==> src/rtl/gcbp_row_sequencer_if.sv <==
// Line-generator to BRAM-array bundle for the GCBP row sequencer.
// The master side is the line generator and BRAM array; the slave side is the sequencer.
interface gcbp_row_sequencer_if #(
    parameter int unsigned C_SUBIMAGE_H = 64,
    parameter int unsigned C_NUM_VERT   = 4,
    parameter int unsigned C_NUM_HORI   = 4,
    parameter int unsigned C_DATA_W     = 128
);
    localparam int unsigned C_RB = (C_NUM_VERT > 1) ? $clog2(C_NUM_VERT) : 1;
    localparam int unsigned C_HB = (C_NUM_HORI > 1) ? $clog2(C_NUM_HORI) : 1;
    localparam int unsigned C_LB = $clog2(C_SUBIMAGE_H);
    localparam int unsigned C_AW = 2 + C_LB;
    localparam int unsigned C_NW = C_NUM_VERT * C_NUM_HORI;

    logic                i_new_frame;
    logic                i_line_end;
    logic                i_word_valid;
    logic [C_DATA_W-1:0] i_word;
    logic [C_HB-1:0]     i_hori_idx;
    logic [C_NW-1:0]     o_bram_we;
    logic [C_AW-1:0]     o_bram_waddr;
    logic [C_DATA_W-1:0] o_bram_wdata;
    logic [1:0]          o_next_frame_loc;
    logic [1:0]          o_curr_frame_loc;
    logic [1:0]          o_prev_frame_loc;
    logic [C_RB-1:0]     o_vert_idx;
    logic                o_frame_done;
    logic                o_frame_abort;

    modport master (
        output i_new_frame, i_line_end, i_word_valid, i_word, i_hori_idx,
        input  o_bram_we, o_bram_waddr, o_bram_wdata, o_next_frame_loc,
               o_curr_frame_loc, o_prev_frame_loc, o_vert_idx, o_frame_done, o_frame_abort
    );

    modport slave (
        input  i_new_frame, i_line_end, i_word_valid, i_word, i_hori_idx,
        output o_bram_we, o_bram_waddr, o_bram_wdata, o_next_frame_loc,
               o_curr_frame_loc, o_prev_frame_loc, o_vert_idx, o_frame_done, o_frame_abort
    );
endinterface

==> src/rtl/gcbp_row_sequencer.sv <==
// Tracks the vertical position in a frame, routes sub-image words into the BRAM array
// and rotates the triple-buffered frame slots once a frame completes.
module gcbp_row_sequencer #(
    parameter int unsigned C_LINES_PER_FRAME = 480,
    parameter int unsigned C_SUBIMAGE_H      = 64,
    parameter int unsigned C_NUM_VERT        = 4,
    parameter int unsigned C_NUM_HORI        = 4,
    parameter int unsigned C_EDGE_GAP        = 46,
    parameter int unsigned C_INTER_GAP       = 44,
    parameter int unsigned C_DATA_W          = 128
) (
    input  logic                 i_clk,
    input  logic                 i_resetn,
    gcbp_row_sequencer_if.slave  bus
);
    localparam int unsigned C_RB   = (C_NUM_VERT > 1) ? $clog2(C_NUM_VERT) : 1;
    localparam int unsigned C_HB   = (C_NUM_HORI > 1) ? $clog2(C_NUM_HORI) : 1;
    localparam int unsigned C_LB   = $clog2(C_SUBIMAGE_H);
    localparam int unsigned C_AW   = 2 + C_LB;
    localparam int unsigned C_NW   = C_NUM_VERT * C_NUM_HORI;
    localparam int unsigned C_IW   = (C_NW > 1) ? $clog2(C_NW) : 1;
    localparam int unsigned C_GMAX = (C_EDGE_GAP > C_INTER_GAP) ? C_EDGE_GAP : C_INTER_GAP;
    localparam int unsigned C_GB   = (C_GMAX > 1) ? $clog2(C_GMAX) : 1;
    localparam bit C_GEOM_OK = (2 * C_EDGE_GAP + (C_NUM_VERT - 1) * C_INTER_GAP
                                + C_NUM_VERT * C_SUBIMAGE_H) == C_LINES_PER_FRAME;

    typedef enum logic [1:0] {S_WAIT, S_GAP, S_ROW, S_TAIL} state_t;

    state_t              state_q;
    logic [C_GB-1:0]     gap_cnt_q;
    logic [C_LB-1:0]     row_line_q;
    logic [C_RB-1:0]     vert_idx_q;
    logic [1:0]          next_q, curr_q, prev_q;
    logic [C_NW-1:0]     we_q;
    logic [C_AW-1:0]     waddr_q;
    logic [C_DATA_W-1:0] wdata_q;
    logic                done_q, abort_q;

    logic [C_GB-1:0] gap_last;
    logic            row_last, vert_last, hori_ok, write_ok;
    logic [C_IW-1:0] we_idx;

    // Indices beyond the configured column count are dropped rather than aliased.
    if (C_NUM_HORI == (1 << C_HB)) begin : g_hori_full
        assign hori_ok = 1'b1;
    end else begin : g_hori_part
        assign hori_ok = (32'(bus.i_hori_idx) < C_NUM_HORI);
    end

    always_comb begin
        gap_last  = (vert_idx_q == '0) ? C_GB'(C_EDGE_GAP - 1) : C_GB'(C_INTER_GAP - 1);
        row_last  = (row_line_q == C_LB'(C_SUBIMAGE_H - 1));
        vert_last = (vert_idx_q == C_RB'(C_NUM_VERT - 1));
        we_idx    = C_IW'(vert_idx_q) * C_IW'(C_NUM_HORI) + C_IW'(bus.i_hori_idx);
        write_ok  = bus.i_word_valid && (state_q == S_ROW) && !bus.i_new_frame && hori_ok;
    end

    always_ff @(posedge i_clk) begin
        if (!i_resetn) begin
            state_q    <= S_WAIT;
            gap_cnt_q  <= '0;
            row_line_q <= '0;
            vert_idx_q <= '0;
            next_q     <= 2'd0;
            curr_q     <= 2'd1;
            prev_q     <= 2'd2;
            we_q       <= '0;
            waddr_q    <= '0;
            wdata_q    <= '0;
            done_q     <= 1'b0;
            abort_q    <= 1'b0;
        end else begin
            done_q  <= 1'b0;
            abort_q <= 1'b0;
            we_q    <= '0;
            // Write uses pre-update position, so a word on the ending line stays in that line.
            if (write_ok) begin
                we_q    <= C_NW'(1) << we_idx;
                waddr_q <= {next_q, row_line_q};
                wdata_q <= bus.i_word;
            end
            if (bus.i_new_frame) begin
                state_q    <= S_GAP;
                gap_cnt_q  <= '0;
                vert_idx_q <= '0;
                if (state_q == S_TAIL) begin
                    next_q <= prev_q;
                    curr_q <= next_q;
                    prev_q <= curr_q;
                end else if (state_q != S_WAIT) begin
                    abort_q <= 1'b1;
                end
            end else if (bus.i_line_end) begin
                unique case (state_q)
                    S_GAP: begin
                        if (gap_cnt_q == gap_last) begin
                            state_q    <= S_ROW;
                            row_line_q <= '0;
                        end else begin
                            gap_cnt_q <= gap_cnt_q + C_GB'(1);
                        end
                    end
                    S_ROW: begin
                        if (!row_last) begin
                            row_line_q <= row_line_q + C_LB'(1);
                        end else if (vert_last) begin
                            state_q <= S_TAIL;
                            done_q  <= 1'b1;
                        end else begin
                            vert_idx_q <= vert_idx_q + C_RB'(1);
                            gap_cnt_q  <= '0;
                            state_q    <= S_GAP;
                        end
                    end
                    default: ;
                endcase
            end
        end
    end

    // Frame geometry must add up to the active line count.
    always_ff @(posedge i_clk) begin
        a_geom: assert (C_GEOM_OK) else $error("gcbp_row_sequencer: frame geometry does not sum to C_LINES_PER_FRAME");
    end

    assign bus.o_bram_we        = we_q;
    assign bus.o_bram_waddr     = waddr_q;
    assign bus.o_bram_wdata     = wdata_q;
    assign bus.o_next_frame_loc = next_q;
    assign bus.o_curr_frame_loc = curr_q;
    assign bus.o_prev_frame_loc = prev_q;
    assign bus.o_vert_idx       = vert_idx_q;
    assign bus.o_frame_done     = done_q;
    assign bus.o_frame_abort    = abort_q;
endmodule

==> src/flat_wrapper.sv <==
// flat-port wrapper written by rule: the top's interface ports become plain ports
module gcbp_row_sequencer_flat 
#(
    parameter int unsigned C_LINES_PER_FRAME = 480,
    parameter int unsigned C_SUBIMAGE_H      = 64,
    parameter int unsigned C_NUM_VERT        = 4,
    parameter int unsigned C_NUM_HORI        = 4,
    parameter int unsigned C_EDGE_GAP        = 46,
    parameter int unsigned C_INTER_GAP       = 44,
    parameter int unsigned C_DATA_W          = 128
)
  (i_clk, i_resetn, bus_i_new_frame, bus_i_line_end, bus_i_word_valid, bus_i_word, bus_i_hori_idx, bus_o_bram_we, bus_o_bram_waddr, bus_o_bram_wdata, bus_o_next_frame_loc, bus_o_curr_frame_loc, bus_o_prev_frame_loc, bus_o_vert_idx, bus_o_frame_done, bus_o_frame_abort);
  gcbp_row_sequencer_if #(.C_SUBIMAGE_H(C_SUBIMAGE_H), .C_NUM_VERT(C_NUM_VERT), .C_NUM_HORI(C_NUM_HORI), .C_DATA_W(C_DATA_W)) bus_i ();
  input  logic i_clk;
  input  logic i_resetn;
  input wire logic [$bits(bus_i.i_new_frame)-1:0] bus_i_new_frame;
  input wire logic [$bits(bus_i.i_line_end)-1:0] bus_i_line_end;
  input wire logic [$bits(bus_i.i_word_valid)-1:0] bus_i_word_valid;
  input wire logic [$bits(bus_i.i_word)-1:0] bus_i_word;
  input wire logic [$bits(bus_i.i_hori_idx)-1:0] bus_i_hori_idx;
  output wire logic [$bits(bus_i.o_bram_we)-1:0] bus_o_bram_we;
  output wire logic [$bits(bus_i.o_bram_waddr)-1:0] bus_o_bram_waddr;
  output wire logic [$bits(bus_i.o_bram_wdata)-1:0] bus_o_bram_wdata;
  output wire logic [$bits(bus_i.o_next_frame_loc)-1:0] bus_o_next_frame_loc;
  output wire logic [$bits(bus_i.o_curr_frame_loc)-1:0] bus_o_curr_frame_loc;
  output wire logic [$bits(bus_i.o_prev_frame_loc)-1:0] bus_o_prev_frame_loc;
  output wire logic [$bits(bus_i.o_vert_idx)-1:0] bus_o_vert_idx;
  output wire logic [$bits(bus_i.o_frame_done)-1:0] bus_o_frame_done;
  output wire logic [$bits(bus_i.o_frame_abort)-1:0] bus_o_frame_abort;
  assign bus_i.i_new_frame = bus_i_new_frame;
  assign bus_i.i_line_end = bus_i_line_end;
  assign bus_i.i_word_valid = bus_i_word_valid;
  assign bus_i.i_word = bus_i_word;
  assign bus_i.i_hori_idx = bus_i_hori_idx;
  assign bus_o_bram_we = bus_i.o_bram_we;
  assign bus_o_bram_waddr = bus_i.o_bram_waddr;
  assign bus_o_bram_wdata = bus_i.o_bram_wdata;
  assign bus_o_next_frame_loc = bus_i.o_next_frame_loc;
  assign bus_o_curr_frame_loc = bus_i.o_curr_frame_loc;
  assign bus_o_prev_frame_loc = bus_i.o_prev_frame_loc;
  assign bus_o_vert_idx = bus_i.o_vert_idx;
  assign bus_o_frame_done = bus_i.o_frame_done;
  assign bus_o_frame_abort = bus_i.o_frame_abort;
  gcbp_row_sequencer #(.C_LINES_PER_FRAME(C_LINES_PER_FRAME), .C_SUBIMAGE_H(C_SUBIMAGE_H), .C_NUM_VERT(C_NUM_VERT), .C_NUM_HORI(C_NUM_HORI), .C_EDGE_GAP(C_EDGE_GAP), .C_INTER_GAP(C_INTER_GAP), .C_DATA_W(C_DATA_W)) u_core (.i_clk(i_clk), .i_resetn(i_resetn), .bus(bus_i));
endmodule
==> config.mk <==
export PLATFORM = sky130hd
export DESIGN_NAME = gcbp_row_sequencer_flat
export DESIGN_NICKNAME = d
export VERILOG_FILES = /design/src/rtl/gcbp_row_sequencer_if.sv /design/src/rtl/gcbp_row_sequencer.sv /design/src/flat_wrapper.sv
export SDC_FILE = /design/constraint.sdc
export NUM_CORES = 1
export LEC_CHECK = 0
export CELL_PAD_IN_SITES_DETAIL_PLACEMENT = 0
export CELL_PAD_IN_SITES_GLOBAL_PLACEMENT = 1
export CORE_MARGIN = 2
export CORE_UTILIZATION = 31
export CTS_CLUSTER_SIZE = 28
export DETAILED_ROUTE_END_ITERATION = 16
export PLACE_DENSITY = 0.95
export SYNTH_ARGS = -nofsm -noshare
export SYNTH_HDL_FRONTEND = slang
export SYNTH_SLANG_ARGS = --single-unit
==> constraint.sdc <==
create_clock -name i_clk -period 4.05 [get_ports i_clk]
set_clock_uncertainty 0.05 [all_clocks]
set_input_delay 0.81 -clock i_clk [delete_from_list [all_inputs] [get_ports i_clk]]
set_output_delay 0.81 -clock i_clk [all_outputs]
set_load 0.01 [all_outputs]
==> qor.txt, run 1 <==
Post-Synthesis Cell Area = 6465 um^2
Crit end category = register
Layout cells sized above 1 = 4.562%
Status = completed
Starting Density = 31.75%
Max Clk Rate = 389.4 MHz
Via density per instance = 4.696
Library cells used by synthesis = 51
# rows = 52
GRT Total Usage = 16.93%
Worst Hold Class = register to register
Final net count = 1204
Register bit total from synthesis = 176
Number of DRC markers in iteration 0 = 250
Total Wirelength = 19.27 mm
Longest Clk Path Bufs = 2
Cells after Synth = 794
Required @ worst endpoint = 4.34 ns
1st-pass router iterations = 4
Root buf cell = clkbuf_16
Final hold vios = 0
Placed insts = 1312
First-pass GRT wire length = 30.06 mm
Worst R2R Setup Slack = 1.48 ns
Largest net degree at the start of global routing = 90
Die area = 22030 um^2
Synth top area share = 54.50%
Slew headroom = 50.33%
Synthesized area per cell = 8.142 um^2
Post-CTS setup buffers = 0
Fin crit period = 2.568 ns
Dpl hpwl = 13.03 mm
CTS Sinks = 176
Vias in the first global route = 5820
Die width = 148.4 um
CP cell instances = inv_1, ha_1, inv_4, nor3b_4, buf_4, nand4_1, nor3_1
Static Leak = 3.383 nW
Worst Path Max Fanout = 49
Setup TNS = 0 ns
Crit start category = register
Setup violations, final = 0
Least-Margin Pin Slew = 0.7451 ns
Hold_buf cts = 0
Synth warn = 0
Max stage delay on crit path = 0.65 ns
CTS resizes = 0
Clk_lat worst skew = 0.41 ns
H-Tree Depth = 4
Critical Path AT = 2.86 ns
Slew Limit Fails = 0
Max-Cap Viols = 0
Final Wtd Congestion = 0.8319
Synth-to-Final Area Change = 57.29%
Die span in y = 148.4 um
Post-route insts no fill = 1344
RSZ-0062 raised after global routing = no
DRC errors left = 0
Tcrit/Tclk final = 63.40%
Largest area contributor in the synthesized netlist = dfxtp_1
Routed via count = 6311
WS Path Type = register to register
Maximum vdd drop = 250.4 uV
Avg WL per Cell = 14.33 um
Routed Antenna Nets = 0
CTS tree = done
Antenna violations before repair = 0
IO Port Bufs = 296
Post-synth net total = 937
Largest cells by area after synthesis = dfxtp_1 (54%), nand2_1 (17%), a21oi_1 (11%)
Seq/Total Area, Yosys = 54.50%
Top Ports = 297
Num CTS Buffers = 17
Worst-path clk slew = 0.07 ns
Power density over the cells = 351.3 nW/um^2
N_diodes = 0
CP max-delay cell = ha_1
Total gr overflow = 0
Core area = 20360 um^2
Yosys cell counts (all sizes together):
library cell / instances
o21ba: 1
o32ai: 2
nand2b: 3
nand3b: 1
and4b: 1
o221ai: 1
buf: 36
a221oi: 1
nand3: 14
o21a: 2
and3: 3
or4: 2
inv: 10
a31o: 1
o211ai: 2
nor2: 17
a2111oi: 2
o22ai: 2
and3b: 1
o21bai: 1
or2: 1
a32o: 5
o2111ai: 2
xnor2: 1
mux2i: 3
o211a: 1
nor4: 3
dfxtp: 176
nand4b: 2
clkbuf: 19
a211o: 2
ha: 8
nand2: 295
o21ai: 4
or3: 4
and2: 1
a21oi: 142
nor3: 9
nand4: 5
nor3b: 4
a211oi: 4
per-stage QoR:
stage	util (%)	setup WS, ns	hold WS, ns	power, mW	instance area (um^2)
2_1_floorplan	-	2.014	0.4083	1.856	6465
6_report	49.93	1.482	0.4026	3.572	10170
4_1_cts	49.93	1.507	0.4051	3.627	10170
3_3_place_gp	47.13	1.163	0.3898	2.021	9598
3_5_place_dp	47.13	1.122	0.3953	2.022	9598
5_1_grt	49.93	1.244	0.4198	3.722	10170
layout by cell type, fill, tap and decap left out, drive strengths merged, types with 2 or more instances in the layout:
master / n
o32ai: 2
buf: 7
a2111oi: 2
nor4: 3
ha: 8
or4: 2
o21a: 2
nor2: 17
a211o: 2
or3: 4
a21oi: 142
nand4: 5
clkdlybuf4s50: 296
nor3: 9
nand4b: 2
nor3b: 4
inv: 17
dfxtp: 176
nand2b: 3
mux2i: 3
clkbuf: 17
nand2: 295
a211oi: 4
o2111ai: 2
and3: 3
nand3: 14
o211ai: 2
clkinv: 7
o21ai: 4
o22ai: 2
a32o: 5
power by group:
part	switching, mW	internal [mW]	leakage (nW)
Clock	0.772	0.818	0.280
Combinational	0.0936	0.145	1.68
Sequential	0.00576	1.74	1.42
metal layers:
metal | vias to the layer above | GRT usage, % | share of wire [%]
met5 | - | 0 | 0
li1 | 3171 | - | -
met2 | 244 | 26.64 | 45
met4 | 0 | 4.190 | 1.2
met1 | 2883 | 22.10 | 44
met3 | 13 | 6.258 | 9.4
registers in the layout, summed over array words and instances, names as in the netlist:
register	cells
u_core.bus.o_curr_frame_loc	2
u_core.bus.o_prev_frame_loc	2
u_core.bus.o_next_frame_loc	2
u_core.bus.o_vert_idx	2
u_core.bus.o_frame_done	1
u_core.bus.o_bram_wdata	128
u_core.bus.o_bram_we	16
u_core.row_line_q	6
u_core.gap_cnt_q	6
u_core.bus.o_frame_abort	1
u_core.bus.o_bram_waddr	8
u_core.state_q	2
critical path, delay by kind of cell (launching register included):
| kind | cells | cell delay, ns |
|---|---|---|
| adder cells (fa/ha/maj) | 1 | 0.65 |
| AND/OR/NAND/NOR | 3 | 0.72 |
| buffers and inverters | 3 | 0.72 |
| flip-flops | 1 | 0.34 |
final cells by class:
class / instances / area [um^2]
multi-input combinational: 553 / 2654
inverter: 10 / 42.54
sequential: 176 / 3523
fill: 1996 / 10200
timing repair buffer: 303 / 3040
clock inverter: 15 / 145.1
clock buffer: 17 / 425.4
tap: 270 / 337.8
worst paths after layout:
path,to,depth (start not counted),from
max,u_core.bus.o_bram_we[9]$_SDFF_PN0_,7,u_core.state_q[0]$_SDFFE_PN0P_
min,u_core.bus.o_bram_wdata[7]$_SDFFE_PN0N_,2,u_core.bus.o_bram_wdata[7]$_SDFFE_PN0N_
max reg2reg,u_core.bus.o_bram_we[9]$_SDFF_PN0_,7,u_core.state_q[0]$_SDFFE_PN0P_
min reg2reg,u_core.bus.o_bram_wdata[7]$_SDFFE_PN0N_,2,u_core.bus.o_bram_wdata[7]$_SDFFE_PN0N_
cell families after synthesis:
group | after synthesis | share of synthesized area (%)
AOI/OAI and AO/OA | 175 | 15.17
xor gates and xnor gates | 1 | 0.1355
adders and majority gates | 8 | 1.548
buffers and inverters | 65 | 4.548
DFF | 176 | 54.50
muxes | 3 | 0.4645
and+or+nand+nor | 366 | 23.63
Power figures use the tool's default switching activity.
==> run 2, diff against run 1 <==
--- a/config.mk
+++ b/config.mk
@@ -8,10 +8,10 @@
 export CELL_PAD_IN_SITES_DETAIL_PLACEMENT = 0
 export CELL_PAD_IN_SITES_GLOBAL_PLACEMENT = 1
 export CORE_MARGIN = 2
-export CORE_UTILIZATION = 31
+export CORE_UTILIZATION = 29
 export CTS_CLUSTER_SIZE = 28
 export DETAILED_ROUTE_END_ITERATION = 16
-export PLACE_DENSITY = 0.95
+export PLACE_DENSITY = 0.91
 export SYNTH_ARGS = -nofsm -noshare
 export SYNTH_HDL_FRONTEND = slang
 export SYNTH_SLANG_ARGS = --single-unit
==> constraint.sdc (replaced) <==
create_clock -name i_clk -period 2.4 [get_ports i_clk]
set_clock_uncertainty 0.05 [all_clocks]
set_input_delay 0.48 -clock i_clk [delete_from_list [all_inputs] [get_ports i_clk]]
set_output_delay 0.48 -clock i_clk [all_outputs]
set_load 0.01 [all_outputs]
==> run 2 against run 1 <==
Net effect:
- critical path depth down 1
- routed wire length up 4.1%
- critical path type unchanged
- flip-flop and latch count unchanged
- first-iteration DRC count up 22%
- final cell count up 1.9%
- count of clock-buffer cells in the layout up 2
- highest routed layer unchanged
- total power up 69%
- die area up 6.7%
- global-route usage down 0.35 points
- utilization down 2.6 points
- clock power up 69%
- non-clock buffer count up 15
==> qor.txt, run 2 (synthesis results as in run 1) <==
Vias in the first global route = 6124 (+5.2%)
First-pass GRT wire length = 31.76 mm (+5.7%)
Core Util, Final = 47.36% (-2.6 points)
Hold_ws = 0.4031 ns (+0.0005270 ns)
Crit start category = register
Critical Path AT = 2.23 ns (-0.63 ns)
Switching Fraction = 23.98% (-0.40 points)
Total gr overflow = 0 (unchanged)
Max Clk Rate = 499.2 MHz (+28%)
H-Tree Depth = 4 (unchanged)
Setup crit start = u_core.bus.o_vert_idx[1]$_SDFFE_PP0P_
Avg WL per Cell = 14.65 um (+2.2%)
CTS resizes = 0 (unchanged)
Power Internal = 4.593 mW (+70%)
GRT Total Usage = 16.58% (-0.35 points)
Antenna violations before repair = 0 (unchanged)
Fin crit period = 2.003 ns (-0.5645 ns)
Setup TNS = 0 ns (unchanged)
Seq pwr share = 48.7% (about the same)
Power density over the cells = 584.7 nW/um^2 (+66%)
Max FFs per register = 128 (unchanged)
1st-pass router iterations = 4 (unchanged)
Switch Pwr = 1.449 mW (+66%)
WS Path Type = register to register
Max-Cap Viols = 0 (unchanged)
Slew Limit Fails = 0 (unchanged)
Slew headroom = 63.61% (+13 points)
DRC errors left = 0 (unchanged)
Routed Antenna Nets = 0 (unchanged)
Dpl ws = 0.2626 ns (-0.8594 ns)
Via density per instance = 4.673 (-0.47%)
Critical Path End = u_core.state_q[1]$_SDFFE_PP0P_
Final WS setup = 0.3966 ns (-1.085 ns)
Top Ports = 297 (unchanged)
Num CTS Buffers = 17 (unchanged)
FF-to-FF path depth = 6 (-1)
Dpl hpwl = 14.18 mm (+8.9%)
Least-Margin Pin Slew = 0.5459 ns (-0.1993 ns)
Number of DRC markers in iteration 0 = 306 (+22%)
Die area = 23500 um^2 (+6.7%)
Clk network pwr share = 44.4% (about the same)
Final Wtd Congestion = 0.8220 (-1.2%)
Reg2reg end = u_core.state_q[1]$_SDFFE_PP0P_
Combinational share of power = 6.9% (+0.2 points)
Clk_lat worst skew = 0.42 ns (about the same)
Largest net degree at the start of global routing = 85 (-5.6%)
Required @ worst endpoint = 2.63 ns (-1.71 ns)
Most frequent cells in the layout = clkdlybuf4s50_1 (296), nand2_1 (295), dfxtp_1 (176), a21oi_1 (142)
Setup violations, final = 0 (unchanged)
Maximum vdd drop = 432.1 uV (+73%)
Final net count = 1219 (+1.2%)
Worst Path Max Fanout = 10 (-80%)
Total Wirelength = 20.06 mm (+4.1%)
Worst R2R Setup Slack = 0.40 ns (-1.09 ns)
Final hold vios = 0 (unchanged)
Tcrit/Tclk final = 83.47% (+20 points)
Core area = 21820 um^2 (+7.2%)
IO Port Bufs = 296 (unchanged)
CTS tree = done
Static Leak = 3.473 nW (+2.7%)
CTS Sinks = 176 (unchanged)
Crit end category = register
Longest Clk Path Bufs = 2 (unchanged)
Status = completed
Worst-path clk slew = 0.07 ns (about the same)
RSZ-0062 raised after global routing = no
Synth-to-Final Area Change = 59.86%
# rows = 54 (+3.8%)
Routed via count = 6398 (+1.4%)
N_diodes = 0 (unchanged)
Hold_buf cts = 0 (unchanged)
Reg-to-reg startpoint = u_core.bus.o_vert_idx[1]$_SDFFE_PP0P_
Commonest non-fill, non-tap cell in the layout = clkdlybuf4s50_1
Starting Density = 29.62% (-2.1 points)
Die width = 153.3 um (+3.3%)
Die span in y = 153.3 um (+3.3%)
Worst Hold Class = register to register
Post-CTS setup buffers = 0 (unchanged)
Root buf cell = clkbuf_16
Layout cells sized above 1 = 5.785% (+1.2 points)
==> run 2: changes by cell type in the layout (fill, tap and decap cells not counted), sizes merged <==
cell,change
clkinv,-4
clkbuf,+2
inv,+2
buf,+15
==> run 2: how the worst min path moves through the flow <==
stage / start / endpoint / slack (ns) / cells past startpoint
finish: u_core.bus.o_bram_wdata[68]$_SDFFE_PN0N_ / u_core.bus.o_bram_wdata[68]$_SDFFE_PN0N_ / 0.40 / 2
global route: u_core.bus.o_bram_wdata[57]$_SDFFE_PN0N_ / u_core.bus.o_bram_wdata[57]$_SDFFE_PN0N_ / 0.42 / 2
CTS: u_core.bus.o_bram_wdata[68]$_SDFFE_PN0N_ / u_core.bus.o_bram_wdata[68]$_SDFFE_PN0N_ / 0.41 / 2
detailed placement: u_core.bus.o_bram_wdata[85]$_SDFFE_PN0N_ / u_core.bus.o_bram_wdata[85]$_SDFFE_PN0N_ / 0.40 / 2
global placement: u_core.bus.o_bram_wdata[108]$_SDFFE_PN0N_ / u_core.bus.o_bram_wdata[108]$_SDFFE_PN0N_ / 0.39 / 2
floorplan: u_core.row_line_q[5]$_SDFFE_PN0P_ / u_core.bus.o_bram_waddr[5]$_SDFFE_PN0N_ / 0.41 / 2
==> run 2: cell type report <==
type	instances	area [um^2]
Clock inverter	13	118.9
Sequential cell	176	3523
Multi-Input combinational cell	553	2654
Timing Repair Buffer	318	3203
Tap cell	280	350.3
Clock buffer	19	442.9
Fill cell	2117	11490
Inverter	10	42.54
==> run 2: stage by stage <==
| step | instance area (um^2) | power, mW | instances |
|---|---|---|---|
| floorplan | 6465 | 3.131 | 794 |
| global placement | 9773 | 3.427 | 1337 |
| detailed placement | 9773 | 3.427 | 1337 |
| CTS | 10330 | 6.148 | 1369 |
| global route | 10330 | 6.283 | 1369 |
| finish | 10330 | 6.042 | 1369 |
==> run 2: worst max-delay path, cell delays in order, from the launching register on <==
cell and delay, ns:
dfxtp_1 0.43, inv_1 0.10, ha_1 0.22, nor3b_2 0.26, o21ai_2 0.20, a2111oi_0 0.52
a211oi_1 0.09
==> run 2: power by group through the flow <==
stage / sequential, mW / clock, mW / combinational (mW)
CTS: 2.94 / 2.79 / 0.418
global placement: 3.01 / 0 / 0.416
detailed placement: 3.01 / 0 / 0.416
finish: 2.94 / 2.68 / 0.415
floorplan: 3.02 / 0 / 0.115
global route: 2.94 / 2.89 / 0.449
==> run 2: routing by layer <==
layer  wire length (um)  vias up  track usage, %
met3               2108       18           7.003
met2               9015      263           26.38
met4                269        0           4.365
met5                  0        -               0
li1                   -     3202               -
met1               8663     2915           20.69
==> run 3, diff against run 2 <==
==> constraint.sdc (replaced) <==
create_clock -name i_clk -period 2 [get_ports i_clk]
set_clock_uncertainty 0.05 [all_clocks]
set_input_delay 0.4 -clock i_clk [delete_from_list [all_inputs] [get_ports i_clk]]
set_output_delay 0.4 -clock i_clk [all_outputs]
set_load 0.01 [all_outputs]
==> run 3 against run 2 <==
Net effect:
- final area up 1.7%
- total power up 20%
- worst hold slack worse by 0.00098 ns
- sequential share of layout area down 0.56 points
- critical endpoint is now bus_o_vert_idx[0]
==> qor.txt, run 3 (synthesis results as in run 1) <==
Root buf cell = clkbuf_16
1st-pass router iterations = 4 (unchanged)
IO Port Bufs = 296 (unchanged)
Dpl hpwl = 14.69 mm (+3.6%)
Setup TNS = 0 ns (unchanged)
CTS tree = done
Fin crit period = 1.905 ns
Starting Density = 29.62% (unchanged)
Max stage delay on crit path = 0.55 ns (+0.03 ns)
Post-CTS setup buffers = 0 (unchanged)
Longest Clk Path Bufs = 2 (unchanged)
Synth-to-Final Area Change = 62.55%
CTS Sinks = 176 (unchanged)
Die width = 153.3 um (unchanged)
H-Tree Depth = 4 (unchanged)
WP buf/inv = 2 (+1)
Critical Path AT = 1.46 ns (-0.77 ns)
Number of DRC markers in iteration 0 = 356 (+16%)
RSZ-0062 raised after global routing = no
Antenna violations before repair = 0 (unchanged)
Most frequent cells in the layout = clkdlybuf4s50_1 (296), nand2_1 (295), dfxtp_1 (176), a21oi_1 (142), buf_4 (29)
Reg-to-reg startpoint = u_core.state_q[1]$_SDFFE_PP0P_
Die area = 23500 um^2 (unchanged)
Routed Antenna Nets = 0 (unchanged)
Tcrit/Tclk final = 95.27%
Max-Cap Viols = 0 (unchanged)
Setup violations, final = 0 (unchanged)
# rows = 54 (unchanged)
CP max-delay cell = clkdlybuf4s50_1
Avg WL per Cell = 14.55 um (-0.67%)
WS Path Type = register to primary output
Total gr overflow = 0 (unchanged)
Worst Path Max Fanout = 9 (-1)
Crit start category = register
Top Ports = 297 (unchanged)
Vias in the first global route = 6192 (+1.1%)
First-pass GRT wire length = 32.15 mm (+1.2%)
Reg2reg end = u_core.row_line_q[3]$_SDFFE_PN0P_
Hold_ws = 0.4022 ns (-0.0009810 ns)
Footprint of the multi-input gates = 2656 um^2 (about the same)
Worst R2R Setup Slack = 0.17 ns (-0.23 ns)
Least-Margin Pin Slew = 0.5616 ns (+0.01577 ns)
Final hold vios = 0 (unchanged)
Required @ worst endpoint = 1.55 ns (-1.08 ns)
Post-route insts no fill = 1386 (+1.2%)
N_diodes = 0 (unchanged)
Crit end category = primary output
Hold wc startpoint = u_core.bus.o_bram_wdata[11]$_SDFFE_PN0N_
Routed via count = 6411 (+0.20%)
Delay-heaviest family, CP = buffers and inverters
Fill cells = 2112 (-0.24%)
Num CTS Buffers = 17 (unchanged)
Maximum vdd drop = 496.8 uV (+15%)
Worst-path clk slew = 0.07 ns (about the same)
CP cell instances = buf_4, clkdlybuf4s50_1
Clk_lat worst skew = 0.42 ns (about the same)
Final net count = 1236 (+1.4%)
Max Clk Rate = 524.8 MHz
Die span in y = 153.3 um (unchanged)
Worst Hold Class = register to register
Placed insts = 1354 (+1.3%)
WHS Endpoint = u_core.bus.o_bram_wdata[11]$_SDFFE_PN0N_
Static Leak = 3.562 nW (+2.6%)
Final Wtd Congestion = 0.8170 (-0.61%)
Storage cell area = 3523 um^2 (unchanged)
GRT Total Usage = 16.94% (+0.36 points)
Commonest non-fill, non-tap cell in the layout = clkdlybuf4s50_1
Total Wirelength = 20.17 mm (+0.56%)
Via density per instance = 4.626 (-1.0%)
DRC errors left = 0 (unchanged)
Layout cells sized above 1 = 7.324% (+1.5 points)
Power density over the cells = 691.4 nW/um^2 (+18%)
Core area = 21820 um^2 (unchanged)
Max FFs per register = 128 (unchanged)
WHS Path Cells = 2 (unchanged)
Slew headroom = 62.56% (-1.1 points)
Hold_buf cts = 0 (unchanged)
Status = completed
Largest net degree at the start of global routing = 55 (-35%)
FF-to-FF path depth = 6 (unchanged)
Slew Limit Fails = 0 (unchanged)
## run 3: changes by cell type in the layout (fill, tap and decap cells not counted), sizes merged
cell,previous run,this run
buf,22,39
inv,19,17
clkinvlp,1,3
## run 3: through the flow
stage,total power [mW],instance area [um^2],utilization (%),setup WS (ns)
final,7.266,10510,48.15,0.09455
after global routing,7.590,10510,48.15,0.006633
after CTS,7.363,10500,48.13,0.05930
after detailed placement,4.128,9938,45.54,-0.07021
after global placement,4.127,9938,45.54,-0.06651
after floorplan,3.758,6466,-,0.06953
## run 3: what timing repair did
item,CTS,global route
gates resized for setup,0,2
hold endpoints to repair,0,0
endpoints found under the setup margin,0,41
## run 3: cell type report
class	instances	area share, %
well taps	280	3.334
inverters	10	0.4048
flip-flops and latches	176	33.53
clock buffers	19	4.215
repair buffers	335	32.09
multi-input cells	553	25.28
clock inverters	13	1.155
## run 3: metal layers
layer  GRT usage (%)  wire, um  up-vias
met5               0         0        -
met4           5.203       342        0
met3           7.145      1952       20
met2           27.49      9131      239
met1           20.41      8741     2918
li1                -         -     3234
## run 3: worst max-delay path by stage
stage / startpoint / end / slack [ns] / cells past startpoint
floorplan: u_core.bus.o_vert_idx[0]$_SDFFE_PP0P_ / u_core.gap_cnt_q[2]$_SDFFE_PP0P_ / 0.07 / 7
CTS: u_core.state_q[0]$_SDFFE_PN0P_ / u_core.bus.o_bram_wdata[87]$_SDFFE_PN0N_ / 0.06 / 8
global route: u_core.bus.o_vert_idx[0]$_SDFFE_PP0P_ / u_core.row_line_q[4]$_SDFFE_PN0P_ / 0.007 / 6
detailed placement: bus_i_new_frame / u_core.row_line_q[3]$_SDFFE_PN0P_ / -0.07 / 5
finish: u_core.bus.o_vert_idx[0]$_SDFFE_PP0P_ / bus_o_vert_idx[0] / 0.09 / 2
global placement: bus_i_new_frame / u_core.row_line_q[5]$_SDFFE_PN0P_ / -0.07 / 5
## run 3: worst min-delay path: cells and delay by family (launching register included)
| family | cells | cell delay (ns) |
|---|---|---|
| compound gates | 1 | 0.05 |
| flops | 1 | 0.31 |
| simple gates | 1 | 0.05 |
## run 3: where the power goes
group	switching (mW)	internal (mW)	total (mW)
sequential	0.0102	3.52	3.53
combinational	0.196	0.323	0.519
clock	1.54	1.68	3.22
